<file path="config.mk">
export PLATFORM = sky130hd
export DESIGN_NAME = comp_minmax_pipe_flat
export DESIGN_NICKNAME = d
export VERILOG_FILES = /design/src/rtl/comp_minmax_pipe_if.sv /design/src/rtl/comp_minmax_pipe.sv /design/src/flat_wrapper.sv
export SDC_FILE = /design/constraint.sdc
export NUM_CORES = 1
export LEC_CHECK = 0
export CELL_PAD_IN_SITES_DETAIL_PLACEMENT = 0
export CELL_PAD_IN_SITES_GLOBAL_PLACEMENT = 1
export CORE_ASPECT_RATIO = 1.75
export CORE_UTILIZATION = 40
export DETAILED_ROUTE_END_ITERATION = 7
export GPL_ROUTABILITY_DRIVEN = 0
export GPL_TIMING_DRIVEN = 1
export MAX_ROUTING_LAYER = met4
export PLACE_DENSITY_LB_ADDON = 0.2
export RECOVER_POWER = 100
export SYNTH_ARGS = -nofsm -noshare
export SYNTH_HDL_FRONTEND = slang
export SYNTH_SLANG_ARGS = --single-unit
</file>
<file path="constraint.sdc">
create_clock -name clk_in -period 2.75 [get_ports clk_in]
set_input_delay 0.55 -clock clk_in [delete_from_list [all_inputs] [get_ports clk_in]]
set_output_delay 0.55 -clock clk_in [all_outputs]
set_load 0.01 [all_outputs]
</file>
<file path="src/rtl/comp_minmax_pipe_if.sv">
// Stream interface for the min/max reducer: the beat input side and the result output side.
// The master modport is the environment's view and the slave modport is the reducer's view.
interface comp_minmax_pipe_if #(
    parameter int LANES = 16,
    parameter int D     = 8
);
    localparam int IW  = LANES * D;
    localparam int IXW = $clog2(LANES);

    logic           in_valid;
    logic           in_ready;
    logic [IW-1:0]  data_in;
    logic           mode_in;
    logic           out_valid;
    logic           out_ready;
    logic [D-1:0]   data_out;
    logic [IXW-1:0] idx_out;
    logic           mode_out;

    modport master (
        output in_valid, data_in, mode_in, out_ready,
        input  in_ready, out_valid, data_out, idx_out, mode_out
    );

    modport slave (
        input  in_valid, data_in, mode_in, out_ready,
        output in_ready, out_valid, data_out, idx_out, mode_out
    );
endinterface

</file>
<file path="src/rtl/comp_minmax_pipe.sv">
// Streaming min/max reducer. Each beat carries LANES chunks of D bits; a binary tree
// with one register level per tree level reports the extreme chunk and its lane index.
// Tree nodes are numbered level by level: level s occupies nodes
// off(s) .. off(s) + (LANES>>(s+1)) - 1, so the root is node LANES-2.
// The whole pipe advances together whenever the output register is free or being drained.
module comp_minmax_pipe #(
    parameter int LANES  = 16,
    parameter int D      = 8,
    parameter int SIGNED = 0
) (
    input  logic clk_in,
    input  logic rst_n_in,
    comp_minmax_pipe_if.slave bus
);
    localparam int IXW    = $clog2(LANES);
    localparam int STAGES = $clog2(LANES);
    localparam int NNODE  = LANES - 1;
    localparam int NMID   = (LANES > 2) ? LANES - 2 : 1;
    localparam int NMIDS  = (STAGES > 1) ? STAGES - 1 : 1;

    // First node of tree level s.
    function automatic int off(input int s);
        return LANES - (LANES >> s);
    endfunction

    // True when the higher-index operand b replaces a; ties keep a so the lowest lane wins.
    function automatic logic take_hi(input logic [D-1:0] a, input logic [D-1:0] b,
                                     input logic mx);
        logic lt, gt;
        if (SIGNED != 0) begin
            lt = $signed(b) < $signed(a);
            gt = $signed(b) > $signed(a);
        end else begin
            lt = b < a;
            gt = b > a;
        end
        return mx ? gt : lt;
    endfunction

    logic              adv;
    logic [STAGES-1:0] vld_q;
    logic [STAGES-1:0] src_vld;
    logic [STAGES-1:0] src_mode;

    logic [D-1:0]   val_d [NNODE];
    logic [IXW-1:0] idx_d [NNODE];

    logic [D-1:0]   mid_val_q  [NMID];
    logic [IXW-1:0] mid_idx_q  [NMID];
    logic           mid_mode_q [NMIDS];

    logic [D-1:0]   out_val_q;
    logic [IXW-1:0] out_idx_q;
    logic           out_mode_q;

    assign adv          = !vld_q[STAGES-1] || bus.out_ready;
    assign bus.in_ready = adv;
    assign bus.out_valid = vld_q[STAGES-1];
    assign bus.data_out  = out_val_q;
    assign bus.idx_out   = out_idx_q;
    assign bus.mode_out  = out_mode_q;

    // Valid and mode presented to each tree level: the input port for level 0, else the level above.
    always_comb begin
        src_vld     = '0;
        src_mode    = '0;
        src_vld[0]  = bus.in_valid;
        src_mode[0] = bus.mode_in;
        for (int s = 1; s < STAGES; s++) begin
            src_vld[s]  = vld_q[s-1];
            src_mode[s] = mid_mode_q[s-1];
        end
    end

    // Pairwise compare at every tree node; (a, b) are the lower and higher index children.
    always_comb begin
        logic [D-1:0]   va, vb;
        logic [IXW-1:0] ia, ib;
        val_d = '{default: '0};
        idx_d = '{default: '0};
        va = '0;
        vb = '0;
        ia = '0;
        ib = '0;
        for (int s = 0; s < STAGES; s++) begin
            for (int j = 0; j < (LANES >> (s + 1)); j++) begin
                if (s == 0) begin
                    va = bus.data_in[2*j*D +: D];
                    vb = bus.data_in[(2*j+1)*D +: D];
                    ia = IXW'(2*j);
                    ib = IXW'(2*j + 1);
                end else begin
                    va = mid_val_q[off(s-1) + 2*j];
                    vb = mid_val_q[off(s-1) + 2*j + 1];
                    ia = mid_idx_q[off(s-1) + 2*j];
                    ib = mid_idx_q[off(s-1) + 2*j + 1];
                end
                if (take_hi(va, vb, src_mode[s])) begin
                    val_d[off(s) + j] = vb;
                    idx_d[off(s) + j] = ib;
                end else begin
                    val_d[off(s) + j] = va;
                    idx_d[off(s) + j] = ia;
                end
            end
        end
    end

    // Inner tree levels: payload loads only when the pipe advances with a valid beat upstream.
    always_ff @(posedge clk_in) begin
        if (adv) begin
            for (int s = 0; s < STAGES - 1; s++) begin
                if (src_vld[s]) begin
                    for (int j = 0; j < (LANES >> (s + 1)); j++) begin
                        mid_val_q[off(s) + j] <= val_d[off(s) + j];
                        mid_idx_q[off(s) + j] <= idx_d[off(s) + j];
                    end
                    mid_mode_q[s] <= src_mode[s];
                end
            end
        end
    end

    // Valid shift chain and the output level; bubbles move through as valid = 0.
    always_ff @(posedge clk_in or negedge rst_n_in) begin
        if (!rst_n_in) begin
            vld_q      <= '0;
            out_val_q  <= '0;
            out_idx_q  <= '0;
            out_mode_q <= 1'b0;
        end else if (adv) begin
            vld_q <= src_vld;
            if (src_vld[STAGES-1]) begin
                out_val_q  <= val_d[NNODE-1];
                out_idx_q  <= idx_d[NNODE-1];
                out_mode_q <= src_mode[STAGES-1];
            end
        end
    end
endmodule

</file>
<file path="src/flat_wrapper.sv">
// flat-port wrapper written by rule: the top's interface ports become plain ports
module comp_minmax_pipe_flat 
#(
    parameter int LANES  = 16,
    parameter int D      = 8,
    parameter int SIGNED = 0
)
  (clk_in, rst_n_in, bus_in_valid, bus_data_in, bus_mode_in, bus_out_ready, bus_in_ready, bus_out_valid, bus_data_out, bus_idx_out, bus_mode_out);
  comp_minmax_pipe_if #(.LANES(LANES), .D(D)) bus_i ();
  input  logic clk_in;
  input  logic rst_n_in;
  input wire logic [$bits(bus_i.in_valid)-1:0] bus_in_valid;
  input wire logic [$bits(bus_i.data_in)-1:0] bus_data_in;
  input wire logic [$bits(bus_i.mode_in)-1:0] bus_mode_in;
  input wire logic [$bits(bus_i.out_ready)-1:0] bus_out_ready;
  output wire logic [$bits(bus_i.in_ready)-1:0] bus_in_ready;
  output wire logic [$bits(bus_i.out_valid)-1:0] bus_out_valid;
  output wire logic [$bits(bus_i.data_out)-1:0] bus_data_out;
  output wire logic [$bits(bus_i.idx_out)-1:0] bus_idx_out;
  output wire logic [$bits(bus_i.mode_out)-1:0] bus_mode_out;
  assign bus_i.in_valid = bus_in_valid;
  assign bus_i.data_in = bus_data_in;
  assign bus_i.mode_in = bus_mode_in;
  assign bus_i.out_ready = bus_out_ready;
  assign bus_in_ready = bus_i.in_ready;
  assign bus_out_valid = bus_i.out_valid;
  assign bus_data_out = bus_i.data_out;
  assign bus_idx_out = bus_i.idx_out;
  assign bus_mode_out = bus_i.mode_out;
  comp_minmax_pipe #(.LANES(LANES), .D(D), .SIGNED(SIGNED)) u_core (.clk_in(clk_in), .rst_n_in(rst_n_in), .bus(bus_i));
endmodule
</file>
# After elaboration in Yosys (flattened, before gate mapping)
# Memory sizes are Yosys's and may differ from the RTL's.
# Cells that the tools add are included.
[word_totals] regBits=17 ramBits=171 input_bits=133 output_inout_bits=15 elab_cells=94 mem_count=3
[op_classes] order_cmp=30 muxes=54 n_reduce_logical=3
[memory_table] memory="u_core.mid_val_q" depth=14 word_bits=8 rd=14 rd_ports_with_merged_regs=0 write_ports=14 line="comp_minmax_pipe.sv:48" source="logic [D-1:0] mid_val_q [NMID];"
[memory_table] memory="u_core.mid_idx_q" depth=14 word_bits=4 rd=14 rd_ports_with_merged_regs=0 write_ports=14 line="comp_minmax_pipe.sv:49" source="logic [IXW-1:0] mid_idx_q [NMID];"
[memory_table] memory="u_core.mid_mode_q" depth=3 word_bits=1 rd=3 rd_ports_with_merged_regs=0 write_ports=3 line="comp_minmax_pipe.sv:50" source="logic mid_mode_q [NMIDS];"
[ops] operator="$gt A8 B8 Y1" count=15
[ops] operator="$lt A8 B8 Y1" count=15
[ops] operator="$mux W8" count=15
[ops] operator="$mux W1" count=32
[ops] operator="$mux W4" count=7
[ops] operator="$reduce_and A2 Y1" count=1
[ops] operator="$logic_not A1 Y1" count=1
[ops] operator="$logic_or A1 B1 Y1" count=1

# Longest topological paths before layout
# Gate-level depths: netlist (run 1).
[logic_depth] word_depth=4 ltp_mapped=9 mapped_depth_nobuf=8

# Least setup slack after synthesis (run 1)
# OpenSTA, ideal clock, no wires.
[synth_timing] kind="input-to-reg" from="input port bus_out_ready" to="memory u_core.mid_idx_q[0][0] in the netlist's numbering, enable pin" setup_time_ns=0.439 t_arrival_ns=2.574 required_time_ns=2.311 setup_slack_ns=-0.264 path_stages=3 n_path_buf=1 cell_sequence="nand2b_1 > buf_2 > and2_1"
[synth_lines] item="start: declaration" line="flat_wrapper.sv:15" source="input wire logic [$bits(bus_i.out_ready)-1:0] bus_out_ready;"
[synth_lines] item="end: declaration" line="comp_minmax_pipe.sv:49"

==> results_dict.tcl, run 1 <==
set metrics [dict create \
    status "completed" \
    die_w_um 121 \
    p_leak_nw 5.43 \
    drtAntennaViolNets 0 \
    syn_to_final_growth_pct 28.9 \
    holdPathStages 2 \
    synth_nets 1072 \
    hold_viol_final 0 \
    cp-start-kind "primary input" \
    grt_usage_pct 17.8 \
    cpPeakStageDelay_ns 0.48 \
    overflow 0 \
    grt_antenna_before_repair 0 \
    wl_per_cell_um 15.3 \
    firstDrtPassIters 4 \
    max_freq_ghz 0.378 \
    synth-main-ff-cell "edfxtp_1" \
    slowest_stage "clkdlybuf4s50_1" \
    cts_hold_buf 0 \
    synth_edf_count 137 \
    dpl_worst_slack_ns -0.260 \
    root_buffer "clkbuf_16" \
    avgSynthCellArea_um2 12.1 \
    criticalPathCategory "in -> reg" \
    row_count 75 \
    synth_area_leader_cell "edfxtp_1" \
    clock_path_buffers 2 \
    fin_nets 1298 \
    drive_above_1_share_pct 19.1 \
    whs_ns 0.470 \
    cp_cell_sequence "clkdlybuf4s50_1 -> inv_1 -> ha_1 -> a21oi_1 -> o21ai_0 -> and3_2 -> o311ai_2 -> clkbuf_1 -> mux2_2" \
    cp-end-kind "flip-flop" \
    clock-skew-final_ns 0.00832 \
    cap_violations 0 \
    io_pins 148 \
    h-tree-depth 4 \
    regToRegEndpoint "u_core.mid_idx_q[1][17]" \
    tightest_slew_ns 1.07 \
    via_per_inst 4.94 \
    cts-buffers-inserted 17 \
    critical_path_arrival_ns 2.82 \
    r2r_slack_ns 0.23 \
    diodes 0 \
    power_mw 9.38 \
    drc 0 \
    startpoint "bus_data_in[81]" \
    post-cts-setup-buffers 0 \
    finalWirelength_mm 20.8 \
    chipHeight_um 210 \
    ir_drop_mv 0.491 \
    ys_seq_elements 154 \
    drt_iter0_drc 322 \
    maxSlewViolCount 0 \
    core_um2 24100 \
    synth-seq-area-share_pct 45.8 \
    grt_max_degree 42 \
    critPathBufInv 3 \
    ys_top_cells_by_area "edfxtp_1 (42%), ha_1 (15%), mux2_2 (12%)" \
    cts_sinks 154 \
    post_cts_resized 0 \
    netlist_area_um2 9900 \
    cts_tree "yes" \
    crit_path_end "u_core.mid_val_q[0][44]" \
    synth_top_area_share_pct 41.5 \
    clk_latency_ns 0.42 \
    setup_slack_ns 0.105 \
    timing.rr.start "u_core.mid_val_q[1][15]" \
    cts.clk_slew.worst_paths_ns 0.06 \
    synth_cell_types 39 \
    grt_pass1_vias 6940 \
    p_per_area_nw_per_um2 735 \
    min_path_type "reg -> reg" \
    critPathRequiredTime_ns 2.93 \
    synth.most_common_cell "inv_1" \
    initial_core_util_pct 41.1 \
    ys_warn_count 0 \
    rsz0062_at_grt "no" \
    grt_pass1_wl_mm 33.7 \
    worst-r2r-cell-count 7 \
    async_flop_share_pct 11.0 \
    setup_violations 0 \
    netlist_top_cells_count "inv_1 (141), edfxtp_1 (137), ha_1 (120)" \
    dieArea_um2 25400 \
    syn-instance-count 819 \
    hpwl_mm 17.0 \
    crit_family "buffers and inverters" \
    timing.final.crit_period_ns 2.64 \
    cp_max_fo 4 \
    vias 6750 \
    port_buffers 147 \
    timing.final.crit_share_pct 96.2 \
    utilization_pct 52.9 \
    slew-limit-headroom_pct 28.4 \
    cp.depth 9 \
]
logic make-up (layout without fill, tap and decap cells):
kind of cell,after synthesis,count (layout),share of synthesized area [%]
flops,154,154,45.8
buf+inv,152,391,5.94
compound gates,138,138,10.1
mux,136,136,16.1
fa+ha+maj,120,120,15.2
simple gates,119,119,6.91
per-stage QoR:
stage          instance area (µm²)  TNS, ns  instances
6_report                     12800        0       1366
3_3_place_gp                 12300   -10.66       1334
2_1_floorplan                 9910        0        819
3_5_place_dp                 12300   -11.98       1334
5_1_grt                      12800        0       1366
4_1_cts                      13000        0       1366
state kept, by name, indices dropped and copies added (netlist names):
name,cells
u_core.bus.idx_out,4
u_core.mid_val_q,112
u_core.mid_mode_q,3
u_core.bus.data_out,8
u_core.vld_q,4
u_core.bus.mode_out,1
u_core.mid_idx_q,22
worst reg2reg max path: stages (launching register included):
cell and delay [ns]:
edfxtp_1 0.43, ha_1 0.33, a21oi_1 0.14, o21ai_0 0.13, a311o_1 0.33, nand3_1 0.23, clkbuf_1 0.31, mux2_2 0.38
routing by layer:
metal  routed length [µm]  track usage [%]
met4                  378             5.70
met2                12000             34.1
met3                  369             2.52
met1                 8070             18.2
met5                    0                -
layout by cell type (no fill, tap or decap), types with 8 or more instances in the layout:
master	synthesis	layout
a21oi_1	72	73
and2_1	15	11
buf_4	1	49
clkbuf_1	4	15
clkbuf_16	0	17
clkdlybuf4s50_1	0	126
dfrtp_1	17	17
dlygate4sd3_1	0	21
edfxtp_1	137	137
ha_1	120	120
inv_1	141	141
mux2_1	0	35
mux2_2	106	83
mux2i_1	12	12
nand2_1	39	39
nand2b_1	9	9
nand3_1	8	8
nand4_1	23	23
o211ai_1	13	14
o21ai_0	24	25
cell type report:
type | count | area, µm²
well taps | 308 | 385
clock inverters | 11 | 194
repair buffers | 218 | 2010
flip-flops and latches | 154 | 4540
inverters | 141 | 529
fillers | 2141 | 11300
clock buffers | 21 | 440
multi-input cells | 513 | 4670
where the power goes:
| part | total (mW) | internal (mW) | switching, mW |
|---|---|---|---|
| Sequential | 3.68 | 3.38 | 0.302 |
| Combinational | 3.17 | 1.57 | 1.60 |
| Clock | 2.52 | 1.61 | 0.912 |
worst min path at each step:
stage / start / endpoint / slack (ns)
after global placement: u_core.bus.mode_out / u_core.bus.mode_out / 0.46
after CTS: u_core.bus.mode_out / u_core.bus.mode_out / 0.48
final: u_core.bus.mode_out / u_core.bus.mode_out / 0.47
after global routing: u_core.bus.mode_out / u_core.bus.mode_out / 0.51
after detailed placement: u_core.bus.mode_out / u_core.bus.mode_out / 0.47
after floorplan: rst_n_in / u_core.bus.data_out[0] / 0.25
Note: power is estimated with default switching activity, not from simulation.
==> inputs of run 2 (changes only) <==
clock period = 2.8 ns   (was 2.75 ns; I/O delays follow)
==> results_dict.tcl, run 2 (same netlist as run 1, synthesis figures left out) <==
set metrics [dict create \
    power_mw 9.06 \
    num-fill-cells 2131 \
    clock_path_buffers 2 \
    timing.final.crit_period_ns 2.62 \
    root_buffer "clkbuf_16" \
    instances_no_fill 1359 \
    holdPathStages 2 \
    clock-skew-final_ns 0.0112 \
    drc 0 \
    criticalPathCategory "in -> reg" \
    cp-start-kind "primary input" \
    place_inst 1327 \
    port_buffers 147 \
    critical_path_arrival_ns 2.79 \
    firstDrtPassIters 4 \
    regToRegEndpoint "u_core.mid_val_q[1][41]" \
    ir_drop_mv 0.451 \
    slowest_stage "clkdlybuf4s50_1" \
    p_leak_nw 5.38 \
    diodes 0 \
    min_path_type "reg -> reg" \
    cp_cell_sequence "clkdlybuf4s50_1 -> inv_1 -> ha_1 -> nor2b_4 -> o211ai_2 -> a21oi_2 -> nor3_2 -> mux2i_4 -> buf_12 -> mux2_1" \
    wl_per_cell_um 15.3 \
    final_common_cell "inv_1" \
    slew-limit-headroom_pct 28.6 \
    tightest_slew_ns 1.07 \
    cp-end-kind "flip-flop" \
    final_cell_mix "inv_1 (141), edfxtp_1 (137), clkdlybuf4s50_1 (128)" \
    status "completed" \
    max_freq_ghz 0.381 \
    cts.clk_slew.worst_paths_ns 0.06 \
    cp_max_fo 9 \
    p_per_area_nw_per_um2 715 \
    regMostFlops "u_core.mid_val_q" \
    critPathBufInv 3 \
    hold_path_startpoint "u_core.bus.mode_out" \
    hold_viol_final 0 \
    dieArea_um2 25400 \
    grt_usage_pct 17.8 \
    initial_core_util_pct 41.1 \
    finalWirelength_mm 20.8 \
    cp.depth 10 \
    post_cts_resized 0 \
    rsz0062_at_grt "no" \
    post-cts-setup-buffers 0 \
    syn_to_final_growth_pct 27.9 \
    drtAntennaViolNets 0 \
    h-tree-depth 4 \
    clk_latency_ns 0.43 \
    overflow 0 \
    io_pins 148 \
    cts-buffers-inserted 17 \
    maxSlewViolCount 0 \
    min_to "u_core.bus.mode_out" \
    cap_violations 0 \
    critPathRequiredTime_ns 2.97 \
    r2r_slack_ns 0.26 \
    grt_pass1_wl_mm 33.6 \
    setup_violations 0 \
    hpwl_mm 17.0 \
    chipHeight_um 210 \
    vias 6653 \
    die_w_um 121 \
    largest_reg_flops 112 \
    setup_slack_ns 0.178 \
    cts_sinks 154 \
    timing.final.crit_share_pct 93.6 \
    drt_iter0_drc 232 \
    row_count 75 \
    via_per_inst 4.90 \
    dpl_worst_slack_ns -0.222 \
    cts_hold_buf 0 \
    timing.rr.start "u_core.mid_val_q[1][17]" \
    grt_antenna_before_repair 0 \
    cts_tree "yes" \
    core_um2 24100 \
    utilization_pct 52.5 \
    drive_above_1_share_pct 19.5 \
    fin_nets 1291 \
    placed_cell_area_um2 12300 \
    grt_pass1_vias 6915 \
    fin_area_um2 12700 \
    cpPeakStageDelay_ns 0.49 \
    worst-r2r-cell-count 9 \
    crit_family "buffers and inverters" \
    grt_max_degree 42 \
]
[run 2: cell count changes in the layout (fill, tap and decap cells not counted), moves of 2 or more]
cell / previous run / this run
and3_4: 4 / 2
buf_4: 49 / 44
mux2_4: 5 / 2
dlygate4sd3_1: 21 / 19
bufinv_16: 5 / 3
clkbuf_1: 15 / 10
mux2_2: 83 / 91
mux2_1: 35 / 30
and3_2: 1 / 3
inv_6: 1 / 3
clkdlybuf4s50_1: 126 / 128
[run 2: how the worst max path moves through the flow]
stage                     start                       to  slack [ns]
2_1_floorplan    bus_data_in[1]   u_core.mid_val_q[0][0]        0.31
3_3_place_gp     bus_data_in[1]   u_core.mid_val_q[0][1]       -0.20
3_5_place_dp     bus_data_in[1]   u_core.mid_val_q[0][4]       -0.22
4_1_cts          bus_data_in[1]   u_core.mid_val_q[0][4]        0.23
5_1_grt        bus_data_in[119]  u_core.mid_val_q[0][57]        0.06
6_report         bus_data_in[1]   u_core.mid_val_q[0][4]        0.18
[run 2: stage by stage]
step,hold slack [ns],TNS (ns)
after floorplan,0.264,0
after global placement,0.462,-7.88
after detailed placement,0.469,-9.31
after CTS,0.484,0
after global routing,0.521,0
final,0.479,0
[run 2: power breakdown]
part	switching, mW	internal, mW	leakage (nW)
clock network	0.929	1.40	0.281
logic	1.56	1.54	3.59
registers	0.305	3.32	1.51
[run 2: area by class of cell]
cell class              instances  area (µm²)  area share [%]
repair buffers                211        1970            15.5
inverters                     141         529            4.18
clock inverters                14         169            1.33
well taps                     308         385            3.04
multi-input cells             513        4650            36.7
clock buffers                  18         429            3.39
flip-flops and latches        154        4540            35.8
[run 2: worst min-delay path, cell delays in order (launching register included)]
cell and delay (ns):
dfrtp_1 0.35, nand2_1 0.05, nand2_1 0.05
[run 2: per-layer routing]
layer,track usage (%),vias up,routed length (µm)
met1,18.4,3076,8000
met2,33.2,103,11800
met3,2.44,32,377
met4,7.19,0,550
met5,-,-,0
li1,-,3442,-
